<file path="src/rtl/pipe_hazard_ctrl.sv">
// rtl/pipe_hazard_ctrl.sv - stall/flush sequencer and data-memory handshake FSM for a 5-stage pipeline
module pipe_hazard_ctrl #(
  parameter int MEM_TIMEOUT = 255,
  parameter int CNT_W       = 16
) (
  input  logic             clk,
  input  logic             rst,
  input  logic [4:0]       RsAddr_ID,
  input  logic [4:0]       RtAddr_ID,
  input  logic             UseRs_ID,
  input  logic             UseRt_ID,
  input  logic             MemRead_IDEX,
  input  logic [4:0]       RegDstAddr_IDEX,
  input  logic             BranchTaken_EX,
  input  logic             MemRead_EXMEM,
  input  logic             MemWrite_EXMEM,
  input  logic             dmem_ack,
  output logic             dmem_req,
  output logic             IF_Stall,
  output logic             IF_Flush,
  output logic             ID_Stall,
  output logic             ID_Flush,
  output logic             EX_Stall,
  output logic             MEM_Stall,
  output logic             mem_err,
  output logic [CNT_W-1:0] stall_cycles
);

  typedef enum logic [1:0] {S_IDLE, S_BUSY, S_ERR} state_t;

  localparam logic [15:0] TIMEOUT = 16'(MEM_TIMEOUT);

  state_t           r_state;
  state_t           w_state_nxt;
  logic [15:0]      r_tcnt;
  logic [15:0]      w_tcnt_nxt;
  logic [CNT_W-1:0] r_stall_cycles;
  logic             w_mem_access;
  logic             w_load_use;
  logic             w_mem_stall;
  logic             w_any_stall;

  assign w_mem_access = MemRead_EXMEM | MemWrite_EXMEM;
  assign w_load_use   = MemRead_IDEX && (RegDstAddr_IDEX != 5'd0) &&
                        ((UseRs_ID && (RegDstAddr_IDEX == RsAddr_ID)) ||
                         (UseRt_ID && (RegDstAddr_IDEX == RtAddr_ID)));

  always_ff @(posedge clk or posedge rst) begin
    if (rst) begin
      r_state <= S_IDLE;
      r_tcnt  <= 16'd0;
    end else begin
      r_state <= w_state_nxt;
      r_tcnt  <= w_tcnt_nxt;
    end
  end

  // r_tcnt counts BUSY cycles; the IDLE->BUSY edge loads 1 so timeout hits after MEM_TIMEOUT BUSY cycles
  always_comb begin
    w_state_nxt = r_state;
    w_tcnt_nxt  = r_tcnt;
    case (r_state)
      S_IDLE: begin
        if (w_mem_access && !dmem_ack) begin
          w_state_nxt = S_BUSY;
          w_tcnt_nxt  = 16'd1;
        end
      end
      S_BUSY: begin
        if (dmem_ack) begin
          w_state_nxt = S_IDLE;
          w_tcnt_nxt  = 16'd0;
        end else if (r_tcnt == TIMEOUT) begin
          w_state_nxt = S_ERR;
        end else begin
          w_tcnt_nxt = r_tcnt + 16'd1;
        end
      end
      S_ERR: begin
      end
      default: begin
        w_state_nxt = S_IDLE;
        w_tcnt_nxt  = 16'd0;
      end
    endcase
  end

  // Outputs are forced low while rst is held, even though the FSM itself is already in IDLE
  always_comb begin
    dmem_req    = 1'b0;
    mem_err     = 1'b0;
    w_mem_stall = 1'b0;
    IF_Stall    = 1'b0;
    IF_Flush    = 1'b0;
    ID_Stall    = 1'b0;
    ID_Flush    = 1'b0;
    EX_Stall    = 1'b0;
    MEM_Stall   = 1'b0;
    if (!rst) begin
      case (r_state)
        S_IDLE:  dmem_req = w_mem_access;
        S_BUSY:  dmem_req = 1'b1;
        S_ERR:   mem_err  = 1'b1;
        default: dmem_req = 1'b0;
      endcase
      w_mem_stall = (dmem_req && !dmem_ack) || (r_state == S_ERR);
      if (w_mem_stall) begin
        IF_Stall  = 1'b1;
        ID_Stall  = 1'b1;
        EX_Stall  = 1'b1;
        MEM_Stall = 1'b1;
      end else if (BranchTaken_EX) begin
        IF_Flush = 1'b1;
        ID_Flush = 1'b1;
      end else if (w_load_use) begin
        IF_Stall = 1'b1;
        ID_Flush = 1'b1;
      end
    end
  end

  assign w_any_stall = IF_Stall | ID_Stall | EX_Stall | MEM_Stall;

  always_ff @(posedge clk or posedge rst) begin
    if (rst) begin
      r_stall_cycles <= '0;
    end else if (w_any_stall && (r_stall_cycles != {CNT_W{1'b1}})) begin
      r_stall_cycles <= r_stall_cycles + CNT_W'(1);
    end
  end

  assign stall_cycles = r_stall_cycles;

endmodule
</file>
<file path="config.mk">
export PLATFORM = sky130hd
export DESIGN_NAME = pipe_hazard_ctrl
export DESIGN_NICKNAME = d
export VERILOG_FILES = /design/src/rtl/pipe_hazard_ctrl.sv
export SDC_FILE = /design/constraint.sdc
export NUM_CORES = 1
export LEC_CHECK = 0
export CORE_MARGIN = 10
export CORE_UTILIZATION = 49
export CTS_CLUSTER_DIAMETER = 30
export DETAILED_ROUTE_END_ITERATION = 8
export PLACE_DENSITY = 0.79
export REMOVE_ABC_BUFFERS = 1
export SYNTH_ARGS = -nofsm -noshare
export SYNTH_HDL_FRONTEND = slang
export SYNTH_SLANG_ARGS = --single-unit
export TNS_END_PERCENT = 5
</file>
<file path="constraint.sdc">
create_clock -name clk -period 3.08 [get_ports clk]
set_clock_uncertainty 0.1 [all_clocks]
set_input_delay 0.924 -clock clk [delete_from_list [all_inputs] [get_ports clk]]
set_output_delay 0.924 -clock clk [all_outputs]
set_load 0.005 [all_outputs]
</file>
==> results of run 1 <==
-- registers in the layout, indices dropped and copies added, names as in the netlist --
| register | count |
|---|---|
| r_state | 2 |
| stall_cycles | 16 |
| r_tcnt | 16 |
-- timing repair --
| item | in CTS | in global routing |
|---|---|---|
| endpoints found under the setup margin | 8 | 3 |
| buffers inserted | 3 | 1 |
| pin swaps | 8 | 16 |
| resized for setup | 44 | 20 |
| hold buffers | 0 | 0 |
-- layout make-up --
type | count | area (um2)
multi-input combinational | 166 | 1110
fill | 299 | 1170
tap | 50 | 62.6
sequential | 34 | 851
clock buffer | 6 | 82.6
clock inverter | 2 | 12.5
timing repair buffer | 70 | 633
inverter | 5 | 18.8
-- metrics by stage --
step,setup slack [ns],instances,hold slack [ns]
finish,-0.0781,333,0.418
global route,-0.123,333,0.434
CTS,-0.166,332,0.418
detailed placement,-0.770,321,0.408
global placement,-0.738,321,0.404
floorplan,0.101,205,0.397
-- final timing paths --
check / start / end / slack (ns)
min in group asynchronous: rst / r_tcnt[14] / 0.90
max reg2reg: r_state[1] / stall_cycles[11] / 0.73
min reg2reg: stall_cycles[8] / stall_cycles[8] / 0.42
max in group asynchronous: rst / stall_cycles[0] / 1.69
max: RegDstAddr_IDEX[3] / ID_Flush / -0.08
min: stall_cycles[8] / stall_cycles[8] / 0.42
-- cells in the final DEF (no fill, tap or decap), types with 8 or more instances in the layout --
master,instances
sky130_fd_sc_hd__nand2_1,21
sky130_fd_sc_hd__clkdlybuf4s50_1,21
sky130_fd_sc_hd__dfrtp_1,34
sky130_fd_sc_hd__dlymetal6s2s_1,8
sky130_fd_sc_hd__nor3_1,8
sky130_fd_sc_hd__nor2_1,26
sky130_fd_sc_hd__buf_4,22
sky130_fd_sc_hd__nand3_1,13
sky130_fd_sc_hd__xor2_1,18
sky130_fd_sc_hd__xnor2_1,17
-- worst max-delay path, stage by stage --
cell,delay [ns]
sky130_fd_sc_hd__buf_8,0.10
sky130_fd_sc_hd__or4_4,0.53
sky130_fd_sc_hd__o21ai_4,0.19
sky130_fd_sc_hd__nor2b_4,0.05
sky130_fd_sc_hd__o211a_1,0.21
sky130_fd_sc_hd__buf_2,0.13
-- power by group through the flow --
stage	registers, mW	clock network, mW	logic (mW)
final	0.619	0.349	0.403
after global routing	0.630	0.376	0.443
after CTS	0.616	0.353	0.405
after detailed placement	0.624	0	0.404
after global placement	0.624	0	0.400
after floorplan	0.609	0	0.166
-- cells by family after synthesis --
group / count (synthesis)
simple gates: 106
compound gates: 21
xor+xnor: 36
buf+inv: 10
mux: 1
flops: 34
fa+ha+maj: 2
-- layer usage --
metal / up-vias / global-route usage [%] / share of wire (%)
li1: 881 / - / -
met1: 844 / 15.4 / 43
met2: 34 / 23.4 / 52
met5: - / 0 / 0
met3: 5 / 4.59 / 5.1
met4: 0 / 4.11 / 0.70
==> report_table.html, run 1 <==
<table>
<tr><th>Metric</th><th>Value</th></tr>
<tr><th colspan="2">Timing</th></tr>
<tr><td>Transition time of the tightest slew-check pin</td><td>0.520 ns</td></tr>
<tr><td>Hold Fails Final Rpt</td><td>0</td></tr>
<tr><td>Relative slew margins</td><td>65.1%</td></tr>
<tr><td>Slew Limit Fails</td><td>0</td></tr>
<tr><td>Worst-case setup margin in the final layout</td><td>-0.0781 ns</td></tr>
<tr><td>Final min period</td><td>approximately 3.2 ns</td></tr>
<tr><td>Setup total negative slack</td><td>-0.145 ns</td></tr>
<tr><td>RSZ-0062 raised after global routing</td><td>true</td></tr>
<tr><td>F_max</td><td>0.317 GHz</td></tr>
<tr><td>Final period util</td><td>103%</td></tr>
<tr><td>Number of endpoints failing setup at the final stage</td><td>2</td></tr>
<tr><th colspan="2">Final layout</th></tr>
<tr><td>Final core utilization</td><td>between 70% and 80%</td></tr>
<tr><td>Share of cells above drive strength 1</td><td>between 20% and 30%</td></tr>
<tr><td>Area growth syn-to-layout</td><td>40.4%</td></tr>
<tr><td>Total number of nets in the final design</td><td>just over 300</td></tr>
<tr><td>Final design area excluding fillers</td><td>2770 um2</td></tr>
<tr><td>Antenna diode count</td><td>0</td></tr>
<tr><th colspan="2">Hold path</th></tr>
<tr><td>Worst hold-check path type</td><td>register to register</td></tr>
<tr><td>Hold depth</td><td>1</td></tr>
<tr><th colspan="2">Yosys</th></tr>
<tr><td>Proportion of netlist area held by the largest area contributor</td><td>between 40% and 50%</td></tr>
<tr><td>Cell type contributing the most total cell area after synthesis</td><td>sky130_fd_sc_hd__dfrtp_1</td></tr>
<tr><td>Cell types with the largest area share after synthesis</td><td>sky130_fd_sc_hd__dfrtp_1, sky130_fd_sc_hd__xnor2_1, sky130_fd_sc_hd__xor2_1</td></tr>
<tr><td>Number of enable-type register cells in the synthesized netlist</td><td>0</td></tr>
<tr><td>Yosys reg bits</td><td>34</td></tr>
<tr><td>Most instantiated flip-flop cell in the synthesis netlist</td><td>sky130_fd_sc_hd__dfrtp_1</td></tr>
<tr><td>Yosys cell types</td><td>between 40 and 50</td></tr>
<tr><td>Share of the synthesized area in compound gates (AO/OA/AOI/OAI)</td><td>around 8.0%</td></tr>
<tr><td>Fraction of the yosys area taken by sequential cells</td><td>between 40% and 50%</td></tr>
<tr><td>Largest family of logic cells by synthesized area</td><td>simple AND/OR/NAND/NOR gates</td></tr>
<tr><td>Total standard cell area after synthesis</td><td>between 1500 and 2000 um2</td></tr>
<tr><td>Commonest cells in the netlist</td><td>sky130_fd_sc_hd__dfrtp_1, sky130_fd_sc_hd__nor2_1, sky130_fd_sc_hd__nand2_1</td></tr>
<tr><td>Instance count of the mapped netlist</td><td>210</td></tr>
<tr><td>Yosys warnings</td><td>0</td></tr>
<tr><td>Xor and xnor area share after synthesis</td><td>~16%</td></tr>
<tr><td>Cell with the most instances after synthesis</td><td>sky130_fd_sc_hd__dfrtp_1</td></tr>
<tr><td>Async SR Flop Fraction</td><td>100%</td></tr>
<tr><td>Proportion of synthesized area in mux cells</td><td>less than 1%</td></tr>
<tr><td>Simple-Gate Fraction of Synth Area</td><td>28.4%</td></tr>
<tr><td>Adder and majority cell fraction of the synthesized area</td><td>under 10%</td></tr>
<tr><td>Mean Syn Cell Area</td><td>9.40 um2</td></tr>
<tr><th colspan="2">Detailed routing</th></tr>
<tr><td>Number of detailed-routing iterations run before antenna repair</td><td>4</td></tr>
<tr><td>Post-DR wirelength/cell</td><td>15.0 um</td></tr>
<tr><td>DR DRC count</td><td>0</td></tr>
<tr><td>Number of antenna-violating nets in the routed design</td><td>0</td></tr>
<tr><td>Via total after detailed routing</td><td>1764</td></tr>
<tr><td>Sum of routed wire length over all layers</td><td>roughly 5000 um</td></tr>
<tr><td>First DRT Iteration DRCs</td><td>about 110</td></tr>
<tr><td>Vias per cell</td><td>between 5 and 6</td></tr>
<tr><th colspan="2">Floorplanning</th></tr>
<tr><td>Width of the die</td><td>between 80 and 90 um</td></tr>
<tr><td>Core outline area</td><td>3940 um2</td></tr>
<tr><td>Die Span Y</td><td>approximately 83 um</td></tr>
<tr><td>Row count</td><td>23</td></tr>
<tr><td>Initial core utilization</td><td>roughly half</td></tr>
<tr><td>Number of I/O pins</td><td>48</td></tr>
<tr><td>Floorplan die area</td><td>between 6000 and 7000 um2</td></tr>
<tr><th colspan="2">Power and ir drop</th></tr>
<tr><td>Total power</td><td>1.37 mW</td></tr>
<tr><td>Part of the power in registers</td><td>roughly 45%</td></tr>
<tr><td>Power spent charging and discharging nets</td><td>0.447 mW</td></tr>
<tr><td>Net switching share of the total power</td><td>between 30% and 40%</td></tr>
<tr><td>Part of the power in the clock network</td><td>between 20% and 30%</td></tr>
<tr><td>Internal Pwr Total</td><td>0.924 mW</td></tr>
<tr><td>Combinational fraction of design power</td><td>just under 30%</td></tr>
<tr><td>Power Dens Cells</td><td>a little under 500 nW/um2</td></tr>
<tr><td>Static leakage power</td><td>around 1.2 nW</td></tr>
<tr><td>Worst IR Drop VDD</td><td>slightly above 0.5 mV</td></tr>
<tr><th colspan="2">Clock network</th></tr>
<tr><td>Worst-Skew Late Latency</td><td>0.29 ns</td></tr>
<tr><td>TritonCTS clock tree</td><td>yes</td></tr>
<tr><td>Number of H-tree levels</td><td>2</td></tr>
<tr><td>Root buffer cell</td><td>sky130_fd_sc_hd__clkbuf_8</td></tr>
<tr><td>Cts bufs inserted</td><td>5</td></tr>
<tr><td>Clock slew at the register clock pins of the worst setup and hold paths</td><td>around 0.07 ns</td></tr>
<tr><td>Number of clock sinks</td><td>34</td></tr>
<tr><td>Maximum buffer depth of the clock tree</td><td>2</td></tr>
<tr><th colspan="2">Global route</th></tr>
<tr><td>Pin count of the biggest net entering global routing</td><td>35</td></tr>
<tr><td>Vias in the first global route</td><td>between 1500 and 2000</td></tr>
<tr><td>Global-route wire length before repair</td><td>8050 um</td></tr>
<tr><td>Total gr overflow</td><td>0</td></tr>
<tr><td>Antenna violations before repair</td><td>0</td></tr>
<tr><td>Overall global routing resource usage</td><td>roughly 14%</td></tr>
<tr><th colspan="2">Placement</th></tr>
<tr><td>GPL Wtd Cong</td><td>0.817</td></tr>
<tr><td>IO Port Bufs</td><td>47</td></tr>
<tr><td>Instance area after placement</td><td>2630 um2</td></tr>
<tr><td>HPWL reported at the end of detailed placement</td><td>approximately 3700 um</td></tr>
<tr><th colspan="2">Worst setup path</th></tr>
<tr><td>Worst r2r path cells</td><td>9</td></tr>
<tr><td>Max FO, Critical Path</td><td>3</td></tr>
<tr><td>Kind of capture point of the worst setup path</td><td>primary output</td></tr>
<tr><td>Required arrival time at the worst endpoint</td><td>just over 2 ns</td></tr>
<tr><td>CP Class</td><td>primary input to primary output</td></tr>
<tr><td>Critical path startpoint category</td><td>primary input</td></tr>
<tr><td>Signal arrival time at the worst endpoint</td><td>approximately 2.1 ns</td></tr>
<tr><th colspan="2">Outcome</th></tr>
<tr><td>Outcome</td><td>complete, but fails checks</td></tr>
<tr><td>Violations in the final reports</td><td>setup timing</td></tr>
<tr><th colspan="2">Flow run</th></tr>
<tr><td>Max-Cap Viols</td><td>0</td></tr>
</table>
(Power assumes the default switching activity.)
==> inputs of run 2 (changes only) <==
Settings changed: CORE_UTILIZATION 49 to 50, GPL_TIMING_DRIVEN set to 0, PLACE_DENSITY 0.79 to 0.81.
Clock period 3.08 ns to 3.98 ns, I/O delays scaled along.
==> report_table.html, run 2 (same netlist as run 1, synthesis figures left out) <==
<table>
<tr><th>Metric</th><th>Value</th></tr>
<tr><th colspan="2">Final layout</th></tr>
<tr><td>Antenna diode count</td><td>0 (unchanged)</td></tr>
<tr><td>Most used cells in the layout excluding fill and tap cells</td><td>sky130_fd_sc_hd__clkdlybuf4s50_1, sky130_fd_sc_hd__dfrtp_1, sky130_fd_sc_hd__nor2_1</td></tr>
<tr><td>Final design area excluding fillers</td><td>2870 um2 (+3.7%)</td></tr>
<tr><td>Total number of nets in the final design</td><td>311 (+0.97%)</td></tr>
<tr><td>Final std cells w/o fill</td><td>334 (+0.30%)</td></tr>
<tr><td>Final core utilization</td><td>76.7% (+6.4 points)</td></tr>
<tr><td>Share of cells above drive strength 1</td><td>21.3% (+1.2 points)</td></tr>
<tr><td>Area growth syn-to-layout</td><td>45.5%</td></tr>
<tr><td>Count of fill cells added during filler insertion</td><td>264 (-12%)</td></tr>
<tr><th colspan="2">Detailed routing</th></tr>
<tr><td>Vias per cell</td><td>5.73 (+8.1%)</td></tr>
<tr><td>First DRT Iteration DRCs</td><td>115 (+5.5%)</td></tr>
<tr><td>Post-DR wirelength/cell</td><td>19.0 um (+27%)</td></tr>
<tr><td>Number of antenna-violating nets in the routed design</td><td>0 (unchanged)</td></tr>
<tr><td>Via total after detailed routing</td><td>1913 (+8.4%)</td></tr>
<tr><td>DR DRC count</td><td>0 (unchanged)</td></tr>
<tr><td>Sum of routed wire length over all layers</td><td>6330 um (+27%)</td></tr>
<tr><td>Number of detailed-routing iterations run before antenna repair</td><td>4 (unchanged)</td></tr>
<tr><th colspan="2">Clock network</th></tr>
<tr><td>Worst-Skew Late Latency</td><td>0.30 ns (about the same)</td></tr>
<tr><td>Number of H-tree levels</td><td>2 (unchanged)</td></tr>
<tr><td>Count of hold-fix buffers inserted at cts</td><td>0 (unchanged)</td></tr>
<tr><td>Root buffer cell</td><td>sky130_fd_sc_hd__clkbuf_8</td></tr>
<tr><td>TritonCTS clock tree</td><td>yes</td></tr>
<tr><td>Cts bufs inserted</td><td>5 (unchanged)</td></tr>
<tr><td>Number of clock sinks</td><td>34 (unchanged)</td></tr>
<tr><td>Clock slew at the register clock pins of the worst setup and hold paths</td><td>0.07 ns (about the same)</td></tr>
<tr><td>Maximum buffer depth of the clock tree</td><td>2 (unchanged)</td></tr>
<tr><th colspan="2">Placement</th></tr>
<tr><td># placed instances</td><td>300 (-6.5%)</td></tr>
<tr><td>HPWL reported at the end of detailed placement</td><td>3650 um (-1.4%)</td></tr>
<tr><td>IO Port Bufs</td><td>47 (unchanged)</td></tr>
<tr><td>Post-placement setup slack</td><td>-0.960 ns (-0.191 ns)</td></tr>
<tr><td>Instance area after placement</td><td>2470 um2 (-6.0%)</td></tr>
<tr><td>GPL Wtd Cong</td><td>0.780 (-4.5%)</td></tr>
<tr><th colspan="2">Power and ir drop</th></tr>
<tr><td>Internal Pwr Total</td><td>0.773 mW (-16%)</td></tr>
<tr><td>Combinational fraction of design power</td><td>29.6% (+0.2 points)</td></tr>
<tr><td>Net switching share of the total power</td><td>32.5% (-0.13 points)</td></tr>
<tr><td>Power Dens Cells</td><td>398 nW/um2 (-19%)</td></tr>
<tr><td>Part of the power in registers</td><td>42.1% (-3.1 points)</td></tr>
<tr><td>Worst IR Drop VDD</td><td>0.405 mV (-22%)</td></tr>
<tr><td>Part of the power in the clock network</td><td>28.3% (+2.8 points)</td></tr>
<tr><td>Power spent charging and discharging nets</td><td>0.372 mW (-17%)</td></tr>
<tr><td>Static leakage power</td><td>1.22 nW (-1.3%)</td></tr>
<tr><th colspan="2">Worst setup path</th></tr>
<tr><td>Slowest stage delay, CP</td><td>0.54 ns (about the same)</td></tr>
<tr><td>CP max-delay cell</td><td>sky130_fd_sc_hd__or4_4</td></tr>
<tr><td>Signal arrival time at the worst endpoint</td><td>4.07 ns (+1.94 ns)</td></tr>
<tr><td>Worst r2r path cells</td><td>9 (unchanged)</td></tr>
<tr><td>CP Class</td><td>primary input to register</td></tr>
<tr><td>Critical path startpoint category</td><td>primary input</td></tr>
<tr><td>Cell-by-cell listing of the critical path</td><td>buf_4, or4_4, o21ai_4, buf_6, buf_4, buf_4, buf_4, buf_4, buf_4, buf_4, buf_4, buf_4, buf_6, buf_6, buf_6, buf_6, nor2_4, a31oi_4, buf_12, buf_4, nor3_4, xor2_1</td></tr>
<tr><td>Kind of capture point of the worst setup path</td><td>register</td></tr>
<tr><td>Cell with the most instances on the worst path</td><td>sky130_fd_sc_hd__buf_4</td></tr>
<tr><td>Required arrival time at the worst endpoint</td><td>4.06 ns (+2.00 ns)</td></tr>
<tr><td>Max FO, Critical Path</td><td>5 (+2)</td></tr>
<tr><td>Crit Reg-Reg Endpoint</td><td>stall_cycles[7]</td></tr>
<tr><td>Minimum setup slack among reg-to-reg paths</td><td>1.64 ns (+0.91 ns)</td></tr>
<tr><td>Launch point of the worst reg-to-reg path</td><td>stall_cycles[0]</td></tr>
<tr><th colspan="2">Hold path</th></tr>
<tr><td>Hold Path End</td><td>stall_cycles[10]</td></tr>
<tr><td>Worst hold-check path type</td><td>register to register</td></tr>
<tr><td>Hold depth</td><td>1 (unchanged)</td></tr>
<tr><td>Startpoint of the tightest hold check path</td><td>stall_cycles[10]</td></tr>
<tr><th colspan="2">Timing</th></tr>
<tr><td>Final period util</td><td>100%</td></tr>
<tr><td>RSZ-0062 raised after global routing</td><td>true</td></tr>
<tr><td>Relative slew margins</td><td>47.1% (-18 points)</td></tr>
<tr><td>Worst-case setup margin in the final layout</td><td>-0.0143 ns (+0.0638 ns)</td></tr>
<tr><td>Number of endpoints failing setup at the final stage</td><td>2 (unchanged)</td></tr>
<tr><td>Transition time of the tightest slew-check pin</td><td>0.789 ns (+0.269 ns)</td></tr>
<tr><td>Final min period</td><td>approximately 4 ns</td></tr>
<tr><td>Hold Fails Final Rpt</td><td>0 (unchanged)</td></tr>
<tr><td>F_max</td><td>0.250 GHz</td></tr>
<tr><td>Slew Limit Fails</td><td>0 (unchanged)</td></tr>
<tr><th colspan="2">Outcome</th></tr>
<tr><td>Violations in the final reports</td><td>setup timing</td></tr>
<tr><td>Outcome</td><td>complete, but fails checks</td></tr>
<tr><th colspan="2">Floorplanning</th></tr>
<tr><td>Number of I/O pins</td><td>48 (unchanged)</td></tr>
<tr><td>Width of the die</td><td>82.8 um (-0.76%)</td></tr>
<tr><td>Row count</td><td>22 (-4.3%)</td></tr>
<tr><td>Core outline area</td><td>3740 um2 (-5.0%)</td></tr>
<tr><td>Floorplan die area</td><td>6860 um2 (-1.5%)</td></tr>
<tr><td>Die Span Y</td><td>82.8 um (-0.76%)</td></tr>
<tr><td>Initial core utilization</td><td>52.7% (+2.7 points)</td></tr>
<tr><th colspan="2">Global route</th></tr>
<tr><td>Overall global routing resource usage</td><td>16.0% (+2.4 points)</td></tr>
<tr><td>Pin count of the biggest net entering global routing</td><td>19 (-46%)</td></tr>
<tr><td>Vias in the first global route</td><td>1935 (+14%)</td></tr>
<tr><td>Total gr overflow</td><td>0 (unchanged)</td></tr>
<tr><td>Antenna violations before repair</td><td>0 (unchanged)</td></tr>
<tr><td>Global-route wire length before repair</td><td>9280 um (+15%)</td></tr>
<tr><th colspan="2">Flow run</th></tr>
<tr><td>Max-Cap Viols</td><td>0 (unchanged)</td></tr>
</table>
## run 2: cell count changes in the layout (fill, tap and decap cells not counted), sizes merged, moves of 2 or more
cell | before | now
clkbuf | 9 | 12
buf | 29 | 27
clkdlybuf4s15 | 2 | 0
dlygate4sd2 | 7 | 4
dlymetal6s2s | 8 | 2
clkdlybuf4s50 | 21 | 34
## run 2: worst max-delay path by stage
stage / from / endpoint / slack [ns] / depth (start not counted)
finish: RegDstAddr_IDEX[3] / stall_cycles[7] / -0.01 / 22
global route: RegDstAddr_IDEX[3] / stall_cycles[5] / -0.06 / 22
CTS: MemRead_IDEX / stall_cycles[15] / -0.03 / 19
detailed placement: rst / IF_Flush / -0.96 / 4
global placement: rst / IF_Flush / -0.95 / 4
floorplan: rst / IF_Flush / 0.46 / 2
## run 2: timing repair
action	in CTS	in global routing
resized for setup	25	30
pin swaps	4	6
endpoints found under the setup margin	6	18
gates cloned	1	0
buffers inserted	20	5
## run 2: final cells by class
type	count	area, um2	share of cell area, %
multi-input combinational	166	1150	40.1
inverter	5	22.5	0.784
tap	48	60.1	2.09
timing repair inverter	1	5.00	0.174
clock buffer	7	76.3	2.66
timing repair buffer	72	677	23.6
clock inverter	1	30.0	1.05
sequential	34	851	29.6
## run 2: power by group through the flow
stage                     registers, mW  logic [mW]  clock network, mW
after floorplan                   0.471       0.128                  0
after global placement            0.480       0.292                  0
after detailed placement          0.483       0.296                  0
after CTS                         0.479       0.317              0.317
after global routing              0.490       0.372              0.347
final                             0.482       0.339              0.324
## run 2: layer usage
| layer | wire, um | vias to the layer above | global-route usage, % |
|---|---|---|---|
| met2 | 3340 | 53 | 27.9 |
| li1 | - | 885 | - |
| met3 | 302 | 20 | 6.25 |
| met1 | 2510 | 955 | 17.2 |
| met5 | 0 | - | 0 |
| met4 | 177 | 0 | 4.92 |
## run 2: metrics by stage
step | TNS [ns] | hold WS, ns | power [mW]
6_report | -0.0164 | 0.439 | 1.14
5_1_grt | -0.379 | 0.461 | 1.21
4_1_cts | -0.0659 | 0.436 | 1.11
3_5_place_dp | -3.14 | 0.421 | 0.779
3_3_place_gp | -3.06 | 0.406 | 0.772
2_1_floorplan | 0 | 0.397 | 0.599
## run 2: worst max-delay path, delay by kind of cell
family	cells	cell delay (ns)
AOI/OAI and AO/OA	2	0.46
and+or+nand+nor	3	0.62
xor gates and xnor gates	1	0.15
buffers and inverters	16	1.64
